===== config.mk =====
export PLATFORM = sky130hd
export DESIGN_NAME = bsg_cgol_job_arb
export DESIGN_NICKNAME = d
export VERILOG_FILES = /design/src/rtl/bsg_cgol_pkg.sv /design/src/rtl/bsg_cgol_rr_pick.sv /design/src/rtl/bsg_cgol_job_arb.sv
export SDC_FILE = /design/constraint.sdc
export NUM_CORES = 1
export LEC_CHECK = 0
export ABC_AREA = 1
export BUFFER_PORTS_ARGS = -buffer_cell sky130_fd_sc_hd__buf_2
export CAP_MARGIN = 30
export CORE_ASPECT_RATIO = 0.8
export CORE_MARGIN = 5
export CORE_UTILIZATION = 40
export CTS_BUF_LIST = sky130_fd_sc_hd__clkbuf_16
export CTS_CLUSTER_DIAMETER = 30
export DETAILED_ROUTE_END_ITERATION = 6
export GPL_ROUTABILITY_DRIVEN = 0
export PLACE_DENSITY = 0.74
export SLEW_MARGIN = 25
export SYNTH_ARGS = -nofsm -noshare
export SYNTH_HDL_FRONTEND = slang
export SYNTH_SLANG_ARGS = --single-unit

===== constraint.sdc =====
create_clock -name clk_i -period 1.2 [get_ports clk_i]
set_clock_uncertainty 0.2 [all_clocks]
set_input_delay 0.12 -clock clk_i [delete_from_list [all_inputs] [get_ports clk_i]]
set_output_delay 0.12 -clock clk_i [all_outputs]
set_load 0.02 [all_outputs]

===== src/rtl/bsg_cgol_pkg.sv =====
// Shared types and helpers for the CGOL job arbiter.
package bsg_cgol_pkg;

    localparam int unsigned perf_width_lp = 16;

    typedef enum logic [1:0] {
        eIDLE   = 2'd0,
        eISSUE  = 2'd1,
        eRUN    = 2'd2,
        eBYPASS = 2'd3
    } bsg_cgol_job_arb_state_e;

    // ceil(log2(n)) that never returns 0, so a 1-wide field is always legal
    function automatic int unsigned safe_clog2(input int unsigned n);
        return (n <= 1) ? 1 : $clog2(n);
    endfunction

endpackage


===== src/rtl/bsg_cgol_rr_pick.sv =====
// Round-robin pick: first set request at or above the pointer, with wrap-around.
module bsg_cgol_rr_pick
    import bsg_cgol_pkg::*;
#(
    parameter int unsigned num_req_p = 2,
    localparam int unsigned ptr_width_lp = safe_clog2(num_req_p)
) (
    input  logic [num_req_p-1:0]    req_i,
    input  logic [ptr_width_lp-1:0] ptr_i,
    output logic [ptr_width_lp-1:0] grant_o,
    output logic                    grant_v_o
);

    // scan num_req_p slots starting at the pointer, keep the first hit
    always_comb begin
        int unsigned idx;
        grant_o   = '0;
        grant_v_o = 1'b0;
        idx       = 0;
        for (int unsigned k = 0; k < num_req_p; k++) begin
            idx = (32'(ptr_i) + k) % num_req_p;
            if (!grant_v_o && req_i[idx]) begin
                grant_o   = ptr_width_lp'(idx);
                grant_v_o = 1'b1;
            end
        end
    end

endmodule


===== src/rtl/bsg_cgol_job_arb.sv =====
// Arbitrates jobs from several requesters onto one CGOL engine.
// Zero-frame jobs are answered directly without touching the engine.
// Optional: define BSG_CGOL_JOB_ARB_PERF_EN to add per-requester
// saturating completed-job counters on perf_jobs_o.
module bsg_cgol_job_arb
    import bsg_cgol_pkg::*;
#(
    parameter int unsigned max_game_length_p = 1024,
    parameter int unsigned num_req_p         = 2,
    localparam int unsigned game_len_width_lp = safe_clog2(max_game_length_p)
) (
    input  logic                                   clk_i,
    input  logic                                   reset_i,
    input  logic [num_req_p-1:0]                   req_v_i,
    input  logic [num_req_p*game_len_width_lp-1:0] req_frames_i,
    output logic [num_req_p-1:0]                   req_ready_o,
    output logic [game_len_width_lp-1:0]           eng_frames_o,
    output logic                                   eng_v_o,
    input  logic                                   eng_ready_i,
    input  logic                                   eng_v_i,
    output logic                                   eng_yumi_o,
    output logic [num_req_p-1:0]                   resp_v_o,
    input  logic [num_req_p-1:0]                   resp_yumi_i
`ifdef BSG_CGOL_JOB_ARB_PERF_EN
    ,
    output logic [num_req_p*perf_width_lp-1:0]     perf_jobs_o
`endif
);

    localparam int unsigned ptr_width_lp = safe_clog2(num_req_p);

    bsg_cgol_job_arb_state_e          state_r;
    logic [ptr_width_lp-1:0]          ptr_r;
    logic [ptr_width_lp-1:0]          owner_r;
    logic [game_len_width_lp-1:0]     frames_r;

    logic [ptr_width_lp-1:0]          grant;
    logic                             grant_v;
    logic [game_len_width_lp-1:0]     sel_frames;
    logic [ptr_width_lp-1:0]          next_ptr;
    logic                             owner_yumi;
    logic                             done;

    bsg_cgol_rr_pick #(
        .num_req_p (num_req_p)
    ) rr_pick (
        .req_i     (req_v_i),
        .ptr_i     (ptr_r),
        .grant_o   (grant),
        .grant_v_o (grant_v)
    );

    // frame count of the granted requester and the pointer after it
    always_comb begin
        sel_frames = '0;
        for (int unsigned i = 0; i < num_req_p; i++) begin
            if (grant == ptr_width_lp'(i))
                sel_frames = req_frames_i[i*game_len_width_lp +: game_len_width_lp];
        end
        next_ptr = (grant == ptr_width_lp'(num_req_p - 1)) ? '0 : grant + ptr_width_lp'(1);
    end

    // result consumed by the owning requester ends the job
    always_comb begin
        owner_yumi = 1'b0;
        for (int unsigned i = 0; i < num_req_p; i++) begin
            if (owner_r == ptr_width_lp'(i))
                owner_yumi = resp_yumi_i[i];
        end
        done = ((state_r == eRUN) && eng_v_i && owner_yumi)
            || ((state_r == eBYPASS) && owner_yumi);
    end

    // job state machine with latched owner, frames and round-robin pointer
    always_ff @(posedge clk_i or posedge reset_i) begin
        if (reset_i) begin
            state_r  <= eIDLE;
            ptr_r    <= '0;
            owner_r  <= '0;
            frames_r <= '0;
        end else begin
            case (state_r)
                eIDLE: begin
                    if (grant_v) begin
                        owner_r  <= grant;
                        frames_r <= sel_frames;
                        ptr_r    <= next_ptr;
                        state_r  <= (sel_frames == '0) ? eBYPASS : eISSUE;
                    end
                end
                eISSUE: begin
                    if (eng_ready_i)
                        state_r <= eRUN;
                end
                eRUN, eBYPASS: begin
                    if (done)
                        state_r <= eIDLE;
                end
                default: state_r <= eIDLE;
            endcase
        end
    end

    // handshake outputs decoded from state; all forced low while in reset
    always_comb begin
        req_ready_o  = '0;
        resp_v_o     = '0;
        eng_v_o      = !reset_i && (state_r == eISSUE);
        eng_yumi_o   = !reset_i && (state_r == eRUN) && eng_v_i && owner_yumi;
        eng_frames_o = frames_r;
        for (int unsigned i = 0; i < num_req_p; i++) begin
            req_ready_o[i] = !reset_i && (state_r == eIDLE) && grant_v
                          && (grant == ptr_width_lp'(i));
            resp_v_o[i]    = !reset_i && (owner_r == ptr_width_lp'(i))
                          && (((state_r == eRUN) && eng_v_i) || (state_r == eBYPASS));
        end
    end

`ifdef BSG_CGOL_JOB_ARB_PERF_EN
    logic [perf_width_lp-1:0] perf_cnt_r [num_req_p];

    // count completed jobs per requester, holding at all-ones
    always_ff @(posedge clk_i or posedge reset_i) begin
        if (reset_i) begin
            for (int unsigned i = 0; i < num_req_p; i++)
                perf_cnt_r[i] <= '0;
        end else if (done) begin
            for (int unsigned i = 0; i < num_req_p; i++) begin
                if ((owner_r == ptr_width_lp'(i)) && (perf_cnt_r[i] != '1))
                    perf_cnt_r[i] <= perf_cnt_r[i] + perf_width_lp'(1);
            end
        end
    end

    // flatten counters onto the output bus
    always_comb begin
        for (int unsigned i = 0; i < num_req_p; i++)
            perf_jobs_o[i*perf_width_lp +: perf_width_lp] = perf_cnt_r[i];
    end
`endif

endmodule


==> results of run 1 <==
## registers in the layout, indices dropped and copies added (netlist names)
register      cells
owner_r           1
state_r           2
eng_frames_o     10
ptr_r             1
## routing by layer
| layer | global-route usage | wire, µm | vias up |
|---|---|---|---|
| li1 | - | - | 551 |
| met2 | 0.469 | 2110 | 80 |
| met5 | 0 | 0 | - |
| met3 | 0.0389 | 289 | 18 |
| met1 | 0.269 | 1360 | 568 |
| met4 | 0.112 | 131 | 0 |
## cells by family (layout without fill, tap and decap cells)
kind of cell / count (synthesis) / after routing / share of synthesized area
AO/OA/AOI/OAI: 18 / 18 / 0.114
buffers and inverters: 23 / 99 / 0.119
flip-flops: 14 / 14 / 0.403
AND/OR/NAND/NOR: 71 / 71 / 0.364
## stage by stage
stage	util	std cells	total power [mW]
6_report	0.772	227	4.10
5_1_grt	0.772	227	4.31
4_1_cts	0.743	226	3.73
3_5_place_dp	0.625	216	2.70
3_3_place_gp	0.625	216	2.61
2_1_floorplan	-	126	1.97
## worst paths after layout
path	end	slack (ns)	depth (start not counted)
min in group asynchronous	eng_frames_o[1]	0.42	4
hold reg to reg	eng_frames_o[3]	0.28	2
hold / removal	eng_frames_o[2]	-0.008	3
setup reg to reg	eng_frames_o[6]	-0.40	9
max in group asynchronous	state_r[0]	0.19	4
setup / recovery	req_ready_o[0]	-0.52	9
## critical path, cell delays in order (launching register included)
cell     delay [ns]
dfrtp_1        0.38
inv_2          0.08
nand2_4        0.06
and3_4         0.16
inv_2          0.07
nand2_4        0.07
inv_4          0.08
nand2_4        0.05
nor2_4         0.08
buf_6          0.12
## final cells by class
class,count,area [µm²],area share
Multi-Input combinational cell,89,569,0.348
Tap cell,25,31.3,0.0191
Sequential cell,14,350,0.214
Inverter,19,76.3,0.0466
Timing Repair Buffer,77,534,0.326
Clock buffer,3,75.1,0.0459
## cells in the final DEF (no fill, tap or decap)
cell type       n
clkbuf_16       3
buf_12          1
nor3_2          2
nand3_4         1
dlygate4sd3_1   1
a31oi_1         2
buf_4          29
o21a_1          1
inv_1          14
nor2_2          1
buf_2          37
o21ai_2         6
nand2_4         5
inv_4           2
nor2_4          2
and3_4          1
a21oi_2         1
nand2_1        31
nor3_4          1
nand3_2         3
o21ai_1         5
nor2_1         10
nand3b_1        6
inv_2           3
dfrtp_1        14
nand2_2         5
o21ai_0         1
buf_6           9
nand3_1         3
o21ai_4         2
## repair_timing
item,in CTS,in global routing
setup buffers,6,5
gates resized for setup,35,18
setup endpoints to repair,20,20
pin swaps,14,12
hold buffers,1,0
endpoints found under the hold margin,15,0
## power by group
group / switching (mW) / internal, mW
logic: 1.44 / 1.14
clock network: 0.199 / 0.437
registers: 0.167 / 0.720
total: 1.80 / 2.29
==> impl_metrics.toml, run 1 <==
[hold_path]
min_from = "req_frames_i[12]"
hold_class = "input pin to flop"

[drt]
wire_per_inst_um = 17.2
drt_wl_total_um = 3890
vias = 1217
drc = 0
drt_iter0_drc = 76
dr.pass1.iters = 4
vias_per_cell = 5.36
ant_nets = 0

[sta]
fin_ws_ns = -0.522
finalSetupViolations = 20
relSlewSlack = 0.789
fin_crit_sh = 1.44
worst_pin_slew_ns = 0.313
slew_violations = 0
hold_violations = 1
timing.hold.ws_ns = -0.00796
rsz0062_at_grt = "true"
period_minus_slack_ns = 1.72
clock.fmax_mhz = 581
tns_ns = -7.09

[synth]
yosysSeqAreaShare = 0.403
syn_inst = 126
ys_ff_latch = 14
synth.top_cell.area_share = 0.403
synth_warnings = 0
synth.most_common_cell = "nand2_1"
ys.flop_type = "dfrtp_1"
yosys.cell_types.count = 18
synth_common_cells = "38 x nand2_1, 16 x inv_1, 14 x dfrtp_1"
synth_fp_nets = 154
synth.cell_area_um2 = 870
synth_top_cell_by_area = "dfrtp_1"
avgSynthCellArea_um2 = 6.90
synth_edf_count = 0
async_reset_ff_frac = 1.00
synthTopCellsByArea = "dfrtp_1 40%, nand2_1 16%, inv_1 6.9%"

[global_routing]
grt_pass1_vias = 1235
grt_start_max_net_pins = 16
overflow = 0
grt_util_all_layers = 0.246
grt_pass1_wl_um = 6040
antenna_found_initial = 0

[setup_path]
r2r_start = "ptr_r"
start_kind = "flop"
arrival_ns = 1.40
crit_path_end_kind = "output port"
startpoint = "ptr_r"
critPathKind = "flop to output port"
required_ns = 0.88
cp_max_fo = 3

[cts]
clock_path_buffers = 2
clock_latency_ns = 0.24
clk_pin_slew_worst_paths_ns = 0.04
root_buffer = "clkbuf_16"
cts_buffers = 3
cts_max_level = 1
clock_sinks = 14
cts_tree = "done"

[layout]
drive_gt1_frac = 0.564
antenna_cells = 0
fillCellCount = 134
final_cell_area_mm2 = 0.00164
syn_to_final_growth_pct = 88.2
fin_nets = 232

[pwr]
leakage_nw = 0.896
ir_drop_v = 0.00159
power_density_mw_per_mm2 = 2500

[floorplanning]
coreArea_mm2 = 0.00212
die_w_um = 62.1
initial_core_util = 0.410
fp-row-count = 15
fp.dieArea_mm2 = 0.00321
die_y_um = 51.7
io-pin-count = 44

[run_status]
outcome = "finished with violations"
violations = "hold timing, setup timing"

[job]
cap_violations = 0

[placement]
port_buffers = 43
dpl_cell_area_mm2 = 0.00133
dp_hpwl_um = 2180
post-place-ws_ns = -0.347
Power figures use the tool's default switching activity.
==> run 2, diff against run 1 <==
Settings changed: ABC_AREA 1 to unset, CORE_UTILIZATION 40 to 35, PLACE_DENSITY 0.74 to 0.69.
==> impl_metrics.toml, run 2 <==
[global_routing]
antenna_found_initial = 0
grt_start_max_net_pins = 14
grt_util_all_layers = 0.172
grt.busiest_layer = "met2"
overflow = 0
grt_util_met3 = 0.0583
met1_usage = 0.200
grt.met2_usage = 0.303
grt_pass1_vias = 912
grt_pass1_wl_um = 4310

[cts]
clock_path_buffers = 2
root_buffer = "clkbuf_16"
clock_latency_ns = 0.24
clock_sinks = 14
cts_buffers = 3
cts_max_level = 1
clk_pin_slew_worst_paths_ns = 0.05
cts_tree = "done"

[floorplanning]
fp.dieArea_mm2 = 0.00326
coreArea_mm2 = 0.00214
io-pin-count = 44
initial_core_util = 0.361
die_y_um = 52.0
fp-row-count = 15
die_w_um = 62.6

[sta]
rsz0062_at_grt = "true"
fin_ws_ns = -0.380
relSlewSlack = 0.774
timing.hold.ws_ns = -0.00291
finalSetupViolations = 20
hold_violations = 1
fin_crit_sh = 1.32
period_minus_slack_ns = 1.58
slew_violations = 0
clock.fmax_mhz = 633
worst_pin_slew_ns = 0.336

[synth]
synth.cell_area_um2 = 773
ys.flop_type = "dfrtp_1"
synth.most_common_cell = "dfrtp_1"
synth_warnings = 0
syn_inst = 79
synth_common_cells = "14 x dfrtp_1, 12 x mux2i_1, 12 x o21ai_0"
synth_top_cell_by_area = "dfrtp_1"
synthTopCellsByArea = "dfrtp_1 45%, mux2i_1 16%, o21ai_0 7.8%"
synth_fp_nets = 107
ys_ff_latch = 14
synth.top_cell.area_share = 0.453
synth_edf_count = 0
avgSynthCellArea_um2 = 9.79
async_reset_ff_frac = 1.00
yosysSeqAreaShare = 0.453
yosys.cell_types.count = 25

[setup_path]
endpoint = "req_ready_o[0]"
reg2reg_slack_ns = -0.31
cpPeakStageDelay_ns = 0.44
slowest_stage = "dfrtp_2"
path_cells = "nor2_4 > o21a_1 > and3_4 > buf_6"
crit_path_end_kind = "output port"
startpoint = "state_r[0]"
required_ns = 0.88
critPathKind = "flop to output port"
r2r_start = "ptr_r"
arrival_ns = 1.26
start_kind = "flop"
rr_endpoint = "eng_frames_o[4]"
reg2regPathDepth = 5
cp_max_fo = 3

[layout]
fillCellCount = 172
seq_area_um2 = 352
syn_to_final_growth_pct = 96.8
post-route-util = 0.711
antenna_cells = 0
final_cell_area_mm2 = 0.00152
largest_reg_flops = 10
final_common_cell = "buf_2"
fin_nets = 185
layout_common_cells = "37 x buf_2, 16 x buf_4, 15 x dlygate4sd3_1"
stdcell_count = 181
multi_input_area_um2 = 490
drive_gt1_frac = 0.538

[drt]
vias_per_cell = 5.02
drt_wl_total_um = 2730
ant_nets = 0
dr.pass1.iters = 4
drc = 0
vias = 908
wire_per_inst_um = 15.1
drt_iter0_drc = 46

[run_status]
violations = "hold timing, setup timing"
outcome = "finished with violations"

[pwr]
power_mw = 3.26
ir_drop_v = 0.00165
power_density_mw_per_mm2 = 2150
leakage_nw = 0.746

[placement]
dpl_cell_area_mm2 = 0.00113
port_buffers = 43
dp_hpwl_um = 1870
dp_cells = 156

[hold_path]
hold_class = "input pin to flop"

[job]
cap_violations = 0
==> run 2: final cells by class <==
cell class | count | share of cell area
Clock buffer | 3 | 0.0493
Clock inverter | 1 | 0.00247
Inverter | 2 | 0.00740
Multi-Input combinational cell | 60 | 0.322
Sequential cell | 14 | 0.231
Tap cell | 25 | 0.0206
Timing Repair Buffer | 76 | 0.367
==> run 2: cells by family (layout without fill, tap and decap cells) <==
logic type / Yosys count / after routing / share of synthesized area
AND/OR/NAND/NOR: 30 / 30 / 0.220
multiplexers: 12 / 12 / 0.155
flip-flops: 14 / 14 / 0.453
AO/OA/AOI/OAI: 18 / 18 / 0.141
buffers and inverters: 5 / 82 / 0.0307
==> run 2: power by group <==
part | leakage, nW | total [mW] | internal [mW] | switching [mW]
clock | 0.0385 | 0.631 | 0.440 | 0.190
combinational | 0.538 | 1.76 | 0.854 | 0.903
sequential | 0.170 | 0.877 | 0.708 | 0.169
total | 0.746 | 3.26 | 2.00 | 1.26
==> run 2: through the flow <==
stage | TNS [ns] | setup slack (ns)
final | -5.10 | -0.380
after global routing | -6.36 | -0.441
after CTS | -4.74 | -0.393
after detailed placement | -2.95 | -0.384
after global placement | -2.72 | -0.303
after floorplan | -2.01 | -0.204
==> run 2: per-layer routing <==
layer | vias to the layer above | routed length (µm)
met4 | 0 | 41
met2 | 31 | 1420
li1 | 446 | -
met5 | - | 0
met1 | 427 | 1060
met3 | 4 | 218
==> run 2: how the worst min path moves through the flow <==
| stage | startpoint | endpoint | slack (ns) | cells after the start |
|---|---|---|---|---|
| after floorplan | reset_i | eng_frames_o[0] | -0.25 | 1 |
| after global placement | reset_i | ptr_r | 0.03 | 3 |
| after detailed placement | reset_i | state_r[1] | 0.02 | 3 |
| after CTS | req_frames_i[19] | eng_frames_o[9] | 0.002 | 3 |
| after global routing | req_frames_i[13] | eng_frames_o[3] | 0.003 | 3 |
| final | req_frames_i[13] | eng_frames_o[3] | -0.003 | 3 |
==> run 2: repair_timing <==
item	in CTS	in global routing
buffers inserted	7	1
setup endpoints to repair	20	20
gates resized for setup	25	7
pin swaps	11	5
hold buffers	15	0
hold endpoints to repair	22	0
==> run 2: worst max-delay path, delay by kind of cell, from the launching register on <==
family / cells / cell delay (ns)
flip-flops: 1 / 0.44
AND/OR/NAND/NOR: 2 / 0.31
AO/OA/AOI/OAI: 1 / 0.16
buffers and inverters: 1 / 0.11
